==> src/rtl/trig_coinc_ctrl_pkg.sv <==
// ----------------------------------------------------------------------------
// trig_coinc_ctrl_pkg
//   Shared definitions for the coincidence trigger controller:
//   - FSM state encodings as reported on TRG_STATE
//   - bit positions inside TRG_SOURCE
//   - saturating 32-bit increment used by the statistics counters
// ----------------------------------------------------------------------------
package trig_coinc_ctrl_pkg;

    localparam logic [2:0] ST_IDLE      = 3'd0;
    localparam logic [2:0] ST_FIRE      = 3'd1;
    localparam logic [2:0] ST_HOLDOFF   = 3'd2;
    localparam logic [2:0] ST_VETO_WAIT = 3'd3;
    localparam logic [2:0] ST_VETO_CNT  = 3'd4;

    localparam int unsigned SRC_HW_BIT   = 0;
    localparam int unsigned SRC_SOFT_BIT = 1;

    function automatic logic [31:0] sat_inc(input logic [31:0] v);
        return (v == 32'hFFFF_FFFF) ? v : v + 32'd1;
    endfunction

endpackage

==> src/rtl/trig_coinc_ctrl_ack_stretch.sv <==
// ----------------------------------------------------------------------------
// trig_ack_stretch
//   One SCROD channel's coincidence-window stretcher. A rising edge on the
//   registered, masked ACK keeps the channel counted for COINC_WIN cycles.
// Ports
//   CLK_42MHZ  in   system clock
//   RESET      in   async, active-high reset
//   ack_r      in   registered ACK & TRG_MASK for this channel
//   active     out  channel currently contributes to the coincidence count
// ----------------------------------------------------------------------------
module trig_ack_stretch #(
    parameter int unsigned COINC_WIN = 2
) (
    input  logic CLK_42MHZ,
    input  logic RESET,
    input  logic ack_r,
    output logic active
);

    // ack_r itself covers the first cycle of the window, so the counter
    // only has to carry the remaining COINC_WIN-1 cycles.
    localparam int unsigned LOAD = (COINC_WIN == 0) ? 0 : COINC_WIN - 1;
    localparam int unsigned W    = (LOAD <= 1) ? 1 : $clog2(LOAD + 1);

    logic         ack_q;
    logic [W-1:0] win_cnt;

    always_ff @(posedge CLK_42MHZ or posedge RESET) begin
        if (RESET) begin
            ack_q   <= 1'b0;
            win_cnt <= '0;
        end else begin
            ack_q <= ack_r;
            if (ack_r && !ack_q)
                win_cnt <= W'(LOAD);
            else if (win_cnt != '0)
                win_cnt <= win_cnt - 1'b1;
        end
    end

    assign active = ack_r | (win_cnt != '0);

endmodule

==> src/rtl/trig_coinc_ctrl.sv <==
// ----------------------------------------------------------------------------
// trig_coinc_ctrl
//   Coincidence trigger generator for N_SCRODS SCROD links. Masked ACKs are
//   stretched and counted; a hardware trigger fires when the count reaches
//   MIN_SCRODS_REQUIRED. A synchronised soft trigger can also fire. TRG is
//   fanned out with holdoff and DAQ flow-control veto.
// Ports
//   CLK_42MHZ           in   system clock
//   RESET               in   async, active-high reset
//   ACK                 in   per-SCROD trigger request
//   TRG_MASK            in   1 = channel participates in coincidence
//   MIN_SCRODS_REQUIRED in   coincidence threshold, 0 disables hw trigger
//   TRG_SOFT            in   async soft trigger (rising edge)
//   TRG_FLOW_CTL_EN     in   1 = enter veto after each trigger
//   TRG_VETO_RESET      in   DAQ readout done, starts veto release countdown
//   VETO_HOLD_CYC       in   countdown length after veto reset
//   TRG                 out  trigger to SCRODs
//   TRG_NEEDS_VETO      out  trigger accepted, veto not yet released
//   TRG_STATISTICS      out  accepted-trigger count, saturating
//   TRG_LOST            out  triggers rejected while busy, saturating
//   TRG_SOURCE          out  {soft,hw} source of last accepted trigger
//   TRG_STATE           out  FSM state, debug
// ----------------------------------------------------------------------------
module trig_coinc_ctrl
    import trig_coinc_ctrl_pkg::*;
#(
    parameter int unsigned N_SCRODS      = 12,
    parameter int unsigned CNT_W         = 4,
    parameter int unsigned COINC_WIN     = 2,
    parameter int unsigned TRG_PULSE_LEN = 8,
    parameter int unsigned HOLDOFF_CYC   = 7,
    parameter int unsigned VETO_CNT_W    = 20,
    parameter int unsigned BROADCAST_ALL = 1
) (
    input  logic                  CLK_42MHZ,
    input  logic                  RESET,
    input  logic [N_SCRODS-1:0]   ACK,
    input  logic [N_SCRODS-1:0]   TRG_MASK,
    input  logic [CNT_W-1:0]      MIN_SCRODS_REQUIRED,
    input  logic                  TRG_SOFT,
    input  logic                  TRG_FLOW_CTL_EN,
    input  logic                  TRG_VETO_RESET,
    input  logic [VETO_CNT_W-1:0] VETO_HOLD_CYC,
    output logic [N_SCRODS-1:0]   TRG,
    output logic                  TRG_NEEDS_VETO,
    output logic [31:0]           TRG_STATISTICS,
    output logic [31:0]           TRG_LOST,
    output logic [1:0]            TRG_SOURCE,
    output logic [2:0]            TRG_STATE
);

    localparam int unsigned CYC_MAX    = (TRG_PULSE_LEN > HOLDOFF_CYC) ? TRG_PULSE_LEN : HOLDOFF_CYC;
    localparam int unsigned CYC_W      = (CYC_MAX <= 1) ? 1 : $clog2(CYC_MAX + 1);
    localparam int unsigned PULSE_LAST = (TRG_PULSE_LEN == 0) ? 0 : TRG_PULSE_LEN - 1;
    localparam int unsigned HOLD_LAST  = (HOLDOFF_CYC == 0) ? 0 : HOLDOFF_CYC - 1;

    // ------------------------------------------------------------------
    // Hardware coincidence path
    // ------------------------------------------------------------------
    logic [N_SCRODS-1:0] ack_r;
    logic [N_SCRODS-1:0] active;
    logic [CNT_W-1:0]    pop;
    logic [CNT_W-1:0]    cnt_r;
    logic                hw_hit;

    always_ff @(posedge CLK_42MHZ or posedge RESET) begin
        if (RESET) ack_r <= '0;
        else       ack_r <= ACK & TRG_MASK;
    end

    for (genvar g = 0; g < N_SCRODS; g++) begin : g_stretch
        trig_ack_stretch #(
            .COINC_WIN(COINC_WIN)
        ) u_stretch (
            .CLK_42MHZ(CLK_42MHZ),
            .RESET    (RESET),
            .ack_r    (ack_r[g]),
            .active   (active[g])
        );
    end

    always_comb begin
        pop = '0;
        for (int unsigned i = 0; i < N_SCRODS; i++)
            pop = pop + CNT_W'(active[i]);
    end

    always_ff @(posedge CLK_42MHZ or posedge RESET) begin
        if (RESET) cnt_r <= '0;
        else       cnt_r <= pop;
    end

    assign hw_hit = (MIN_SCRODS_REQUIRED != '0) && (cnt_r >= MIN_SCRODS_REQUIRED);

    // ------------------------------------------------------------------
    // Soft trigger: 2-FF synchroniser, then registered rise detect
    // ------------------------------------------------------------------
    logic soft_s1, soft_s2, soft_s3, soft_hit;

    always_ff @(posedge CLK_42MHZ or posedge RESET) begin
        if (RESET) begin
            soft_s1  <= 1'b0;
            soft_s2  <= 1'b0;
            soft_s3  <= 1'b0;
            soft_hit <= 1'b0;
        end else begin
            soft_s1  <= TRG_SOFT;
            soft_s2  <= soft_s1;
            soft_s3  <= soft_s2;
            soft_hit <= soft_s2 & ~soft_s3;
        end
    end

    // ------------------------------------------------------------------
    // Trigger FSM and counters
    // ------------------------------------------------------------------
    logic                  hit, hit_q, hit_rise;
    logic [2:0]            state;
    logic [CYC_W-1:0]      cyc;
    logic [VETO_CNT_W-1:0] veto_cnt;
    logic                  needs_veto;
    logic                  pending_rel;
    logic [N_SCRODS-1:0]   trg_r;
    logic [N_SCRODS-1:0]   trg_val;
    logic [31:0]           stat_r;
    logic [31:0]           lost_r;
    logic [1:0]            src_r;

    assign hit      = hw_hit | soft_hit;
    assign hit_rise = hit & ~hit_q;
    assign trg_val  = (BROADCAST_ALL != 0) ? {N_SCRODS{1'b1}} : TRG_MASK;

    always_ff @(posedge CLK_42MHZ or posedge RESET) begin
        if (RESET) hit_q <= 1'b0;
        else       hit_q <= hit;
    end

    always_ff @(posedge CLK_42MHZ or posedge RESET) begin
        if (RESET) begin
            state       <= ST_IDLE;
            cyc         <= '0;
            veto_cnt    <= '0;
            needs_veto  <= 1'b0;
            pending_rel <= 1'b0;
            trg_r       <= '0;
            stat_r      <= '0;
            lost_r      <= '0;
            src_r       <= '0;
        end else begin
            if (hit_rise && (state != ST_IDLE))
                lost_r <= sat_inc(lost_r);

            case (state)
                ST_IDLE: begin
                    pending_rel <= 1'b0;
                    if (hit) begin
                        state                <= ST_FIRE;
                        cyc                  <= '0;
                        trg_r                <= trg_val;
                        stat_r               <= sat_inc(stat_r);
                        src_r[SRC_SOFT_BIT]  <= soft_hit;
                        src_r[SRC_HW_BIT]    <= hw_hit;
                        if (TRG_FLOW_CTL_EN)
                            needs_veto <= 1'b1;
                    end
                end

                ST_FIRE: begin
                    if (TRG_VETO_RESET)
                        pending_rel <= 1'b1;
                    if (cyc == CYC_W'(PULSE_LAST)) begin
                        trg_r <= '0;
                        cyc   <= '0;
                        if (HOLDOFF_CYC != 0)
                            state <= ST_HOLDOFF;
                        else
                            state <= needs_veto ? ST_VETO_WAIT : ST_IDLE;
                    end else begin
                        cyc <= cyc + 1'b1;
                    end
                end

                ST_HOLDOFF: begin
                    if (TRG_VETO_RESET)
                        pending_rel <= 1'b1;
                    if (cyc == CYC_W'(HOLD_LAST)) begin
                        cyc   <= '0;
                        state <= needs_veto ? ST_VETO_WAIT : ST_IDLE;
                    end else begin
                        cyc <= cyc + 1'b1;
                    end
                end

                ST_VETO_WAIT: begin
                    if (pending_rel || TRG_VETO_RESET || !TRG_FLOW_CTL_EN) begin
                        state       <= ST_VETO_CNT;
                        veto_cnt    <= VETO_HOLD_CYC;
                        pending_rel <= 1'b0;
                    end
                end

                ST_VETO_CNT: begin
                    // Release on the edge that sees 1 (or 0) so that a load of
                    // N keeps the veto exactly N cycles after entering here.
                    if (TRG_VETO_RESET) begin
                        veto_cnt <= VETO_HOLD_CYC;
                    end else if (veto_cnt <= VETO_CNT_W'(1)) begin
                        veto_cnt   <= '0;
                        needs_veto <= 1'b0;
                        state      <= ST_IDLE;
                    end else begin
                        veto_cnt <= veto_cnt - 1'b1;
                    end
                end

                default: state <= ST_IDLE;
            endcase
        end
    end

    assign TRG            = trg_r;
    assign TRG_NEEDS_VETO = needs_veto;
    assign TRG_STATISTICS = stat_r;
    assign TRG_LOST       = lost_r;
    assign TRG_SOURCE     = src_r;
    assign TRG_STATE      = state;

endmodule

==> config.mk <==
export PLATFORM = sky130hd
export DESIGN_NAME = trig_coinc_ctrl
export DESIGN_NICKNAME = d
export VERILOG_FILES = /design/src/rtl/trig_coinc_ctrl_pkg.sv /design/src/rtl/trig_coinc_ctrl_ack_stretch.sv /design/src/rtl/trig_coinc_ctrl.sv
export SDC_FILE = /design/constraint.sdc
export NUM_CORES = 1
export LEC_CHECK = 0
export CAP_MARGIN = 20
export CORE_MARGIN = 4
export CORE_UTILIZATION = 42
export DETAILED_ROUTE_END_ITERATION = 8
export PLACE_DENSITY = 0.67
export SLEW_MARGIN = 40
export SYNTH_ARGS = -nofsm -noshare
export SYNTH_HDL_FRONTEND = slang
export SYNTH_SLANG_ARGS = --single-unit
export TNS_END_PERCENT = 100
==> constraint.sdc <==
create_clock -name CLK_42MHZ -period 12.4 [get_ports CLK_42MHZ]
set_input_delay 2.48 -clock CLK_42MHZ [delete_from_list [all_inputs] [get_ports CLK_42MHZ]]
set_output_delay 2.48 -clock CLK_42MHZ [all_outputs]
set_load 0.05 [all_outputs]
==> impl_metrics.tcl <==
set metrics [dict create \
    final_wtd_congestion 0.8210 \
    critPathBufInv 3 \
    post_drt_wl_per_cell_um 15.18 \
    placeableCoreArea_um2 15370 \
    holdCritPathClass "reg2reg" \
    antenna-diode-count 0 \
    main_combinational_cell_family_by_area_after_synthesis "simple AND/OR/NAND/NOR gates" \
    clk_pin_slew_ns 0.06 \
    synth_fa_ha_area_frac 0.04916 \
    tightestPinTransition_ns 0.7830 \
    total_power_mw 1.523 \
    timing.final.crit_period_ns 4.533 \
    globalRoute.totalOverflow 0 \
    final_common_cell "sky130_fd_sc_hd__dfrtp_1" \
    category_of_the_worst_setup_path_capture_point "flip-flop" \
    cts-buffers-inserted 17 \
    initial_utilization 0.4339 \
    drt.antenna.violating_nets 0 \
    vias_per_cell 5.223 \
    rsz0062_at_grt "no" \
    fp.dieArea_um2 17960 \
    netlist_instances 614 \
    ctsHoldBuffers 0 \
    final_max_slew_viol_count 0 \
    clock_path_buffers 2 \
    synthSimpleGateAreaFrac 0.2111 \
    timing.max_cap.violations 0 \
    cellInternalPower_uw 987.3 \
    timing.slew.headroom 0.4777 \
    final-instance-count-excl-fill 967 \
    die_width_um 134.0 \
    ys_dominant_reg_cell "sky130_fd_sc_hd__dfrtp_1" \
    utilization 0.5703 \
    synth-compound-area-share 0.08349 \
    top_library_cells_by_usage_in_the_layout_fill_and_taps_aside "sky130_fd_sc_hd__dfrtp_1, sky130_fd_sc_hd__clkdlybuf4s50_1, sky130_fd_sc_hd__xnor2_1, sky130_fd_sc_hd__nand2_1, sky130_fd_sc_hd__nand4_1" \
    drt_drc_violations_left 0 \
    grt_first_pass_wirelength_um 24680 \
    detailed_place_hpwl_um 10420 \
    power.share.combinational 0.279 \
    hold_viol_final 0 \
    seq_area_frac_synth 0.5291 \
    final_net_count 818 \
    wl_um 14680 \
    floorplan.io_pins 135 \
    fin_hold_ws_ns 0.3716 \
    cpPeakStageDelay_ns 0.61 \
    grt_max_degree 89 \
    pwr_density_cell_nw_per_um2 173.7 \
    ir_drop_v 0.0001040 \
    clk_pwr_share 0.320 \
    ys_warn_count 0 \
    synth.avg_cell_area_um2 10.86 \
    critPathSlowestCell "sky130_fd_sc_hd__a21oi_1" \
    vias_in_the_first_global_route 4941 \
    synth_area_um2 6669 \
    drt_first_iter_violations 221 \
    post_synth_mux_area_share 0.001689 \
    synth-async-reset-ratio 1.000 \
    grt.total_usage 0.1683 \
    cp_top_family "buffers and inverters" \
    critPathMaxFanout 11 \
    num_vias 5051 \
    numClockSinks 141 \
    criticalPathCategory "in2reg" \
    area_delta_synth_final_pct 31.44 \
    cp_cell_sequence "clkdlybuf4s50_1 -> inv_1 -> ha_1 -> nor3b_1 -> o21ai_1 -> a21oi_1 -> nor4_4 -> buf_4 -> mux2_2" \
    synthDistinctLibCells 60 \
    finalSetupViolations 0 \
    chipHeight_um 134.0 \
    worstSkewPairLatency_ns 0.42 \
    setup_tns_ns 0 \
    final_layout_size_suffix_gt1_frac 0.07804 \
    tritoncts "yes" \
    ys_seq_elements 141 \
    cp.required_ns 12.70 \
    synth-xor-area-share 0.08931 \
    switching_power_uw 535.4 \
    antenna_found_initial 0 \
    dr.pass1.iters 4 \
    numPlacedInstances 935 \
    max_freq_mhz 220.6 \
    place.port_buffers 134 \
    p_sw_frac 0.3516 \
    power.sequential.fraction 0.401 \
    critical_path_arrival_ns 4.84 \
    kind_of_start_point_of_the_critical_path "input pin" \
    cts-root-buf "sky130_fd_sc_hd__clkbuf_16" \
    post_cts.resized_instances 0 \
    core.rowCount 45 \
    fin_skew_ns 0.008882 \
    post_synth_net_total 689 \
    power_leakage_nw 3.757 \
    outcome "complete, no violations" \
    cts.htree.levels 4 \
    synth_edf_count 0 \
    min_period_over_period 0.3655 \
    cts_setup_buffers 0 \
]
-- worst register-to-register path, delay by kind of cell, from the launching register on --
family        cells  cell delay, ns
xor+xnor          1            0.14
flops             1            0.38
fa+ha+maj         6            2.60
simple gates      1            0.30
buf+inv           3            0.19
-- path summary, 6_finish.rpt --
check / cells past startpoint / endpoint / from / slack [ns]
max in group asynchronous: 3 / g_stretch[10].u_stretch.win_cnt / RESET / 8.70
worst min-delay path: 0 / soft_s3 / soft_s2 / 0.37
worst max-delay path: 9 / TRG_LOST[1] / MIN_SCRODS_REQUIRED[1] / 7.87
worst max register to register: 11 / cnt_r[2] / ack_r[0] / 8.68
min in group asynchronous: 2 / TRG_STATISTICS[8] / RESET / 2.53
worst min register to register: 0 / soft_s3 / soft_s2 / 0.37
-- sequential cells by signal (all words and copies together), names as in the netlist --
name and cells:
hit_q 1, cnt_r 4, TRG_LOST 32, soft_s2 1
ack_r 12, TRG_STATISTICS 32, pending_rel 1, soft_s1 1
soft_s3 1, g_stretch.u_stretch.ack_q 12, soft_hit 1, g_stretch.u_stretch.win_cnt 12
TRG_SOURCE 2, veto_cnt 20, TRG_STATE 3, TRG 1
TRG_NEEDS_VETO 1, cyc 4
-- logic make-up after synthesis --
| logic type | Yosys count |
|---|---|
| AOI/OAI and AO/OA | 84 |
| xor gates and xnor gates | 68 |
| adders and majority gates | 22 |
| buffers and inverters | 52 |
| DFF | 141 |
| muxes | 1 |
| and+or+nand+nor | 246 |
-- power by group through the flow --
stage	sequential, mW	clock [mW]	combinational [mW]
final	0.611	0.487	0.425
after global routing	0.622	0.521	0.470
after CTS	0.610	0.499	0.429
after detailed placement	0.617	0	0.427
after global placement	0.614	0	0.408
after floorplan	0.666	0	0.237
-- cell type report --
class | count | area [µm²]
clock buffer | 20 | 456.7
clock inverter | 12 | 112.6
timing repair buffer | 139 | 1383
fill | 1283 | 6605
inverter | 23 | 93.84
multi-input combinational | 421 | 2928
tap | 211 | 264.0
sequential | 141 | 3528
-- metrics by stage --
stage / setup WS, ns / cell area, µm²
2_1_floorplan: 6.139 / 6669
3_3_place_gp: 6.980 / 8148
3_5_place_dp: 7.243 / 8177
4_1_cts: 7.673 / 8746
5_1_grt: 7.715 / 8766
6_report: 7.867 / 8766
-- cell usage after synthesis, types with 2 or more instances --
cell                        instances  area, µm²
sky130_fd_sc_hd__nand2b_1           3      18.77
sky130_fd_sc_hd__or3b_1             2      17.52
sky130_fd_sc_hd__a21o_1             3      22.52
sky130_fd_sc_hd__dfrtp_1          141       3528
sky130_fd_sc_hd__buf_4             12      90.09
sky130_fd_sc_hd__nor2b_1           14      87.58
sky130_fd_sc_hd__nor2_1            28      105.1
sky130_fd_sc_hd__nor3_2             2      20.02
sky130_fd_sc_hd__xor2_1            13      113.9
sky130_fd_sc_hd__nand4_1           33      206.5
sky130_fd_sc_hd__nand2_1           41      153.9
sky130_fd_sc_hd__o31ai_1            3      22.52
sky130_fd_sc_hd__o211ai_1           5      37.54
sky130_fd_sc_hd__o311ai_1           2      17.52
sky130_fd_sc_hd__nor4_1             7      43.79
sky130_fd_sc_hd__fa_1               7      140.1
sky130_fd_sc_hd__and3_1            14      87.58
sky130_fd_sc_hd__clkbuf_1          16      60.06
sky130_fd_sc_hd__inv_1             22      82.58
sky130_fd_sc_hd__o21ai_1           20      100.1
sky130_fd_sc_hd__or3_1              5      31.28
sky130_fd_sc_hd__a22oi_1            6      45.04
sky130_fd_sc_hd__a221o_1            5      50.05
sky130_fd_sc_hd__and2_1            18      112.6
sky130_fd_sc_hd__a21oi_1           22      110.1
sky130_fd_sc_hd__and4_1            12      105.1
sky130_fd_sc_hd__nor3_1            15      75.07
sky130_fd_sc_hd__nand3_1           27      135.1
sky130_fd_sc_hd__nor3b_1            4      30.03
sky130_fd_sc_hd__o2111ai_1          2      17.52
sky130_fd_sc_hd__nor4_2             2      25.02
sky130_fd_sc_hd__xnor2_1           55      481.7
sky130_fd_sc_hd__ha_1              15      187.7
sky130_fd_sc_hd__o21ai_0            5      25.02
sky130_fd_sc_hd__or2_2              8      50.05
-- layer usage --
layer	global-route usage	wire (µm)	part of all wire	up-vias
met5	0	0	0	-
met2	0.2726	7092	0.48	144
met3	0.03901	820	0.056	20
met4	0.06052	250	0.017	0
li1	-	-	-	2421
met1	0.2228	6512	0.44	2466
Note: power is estimated with default switching activity, not from simulation.
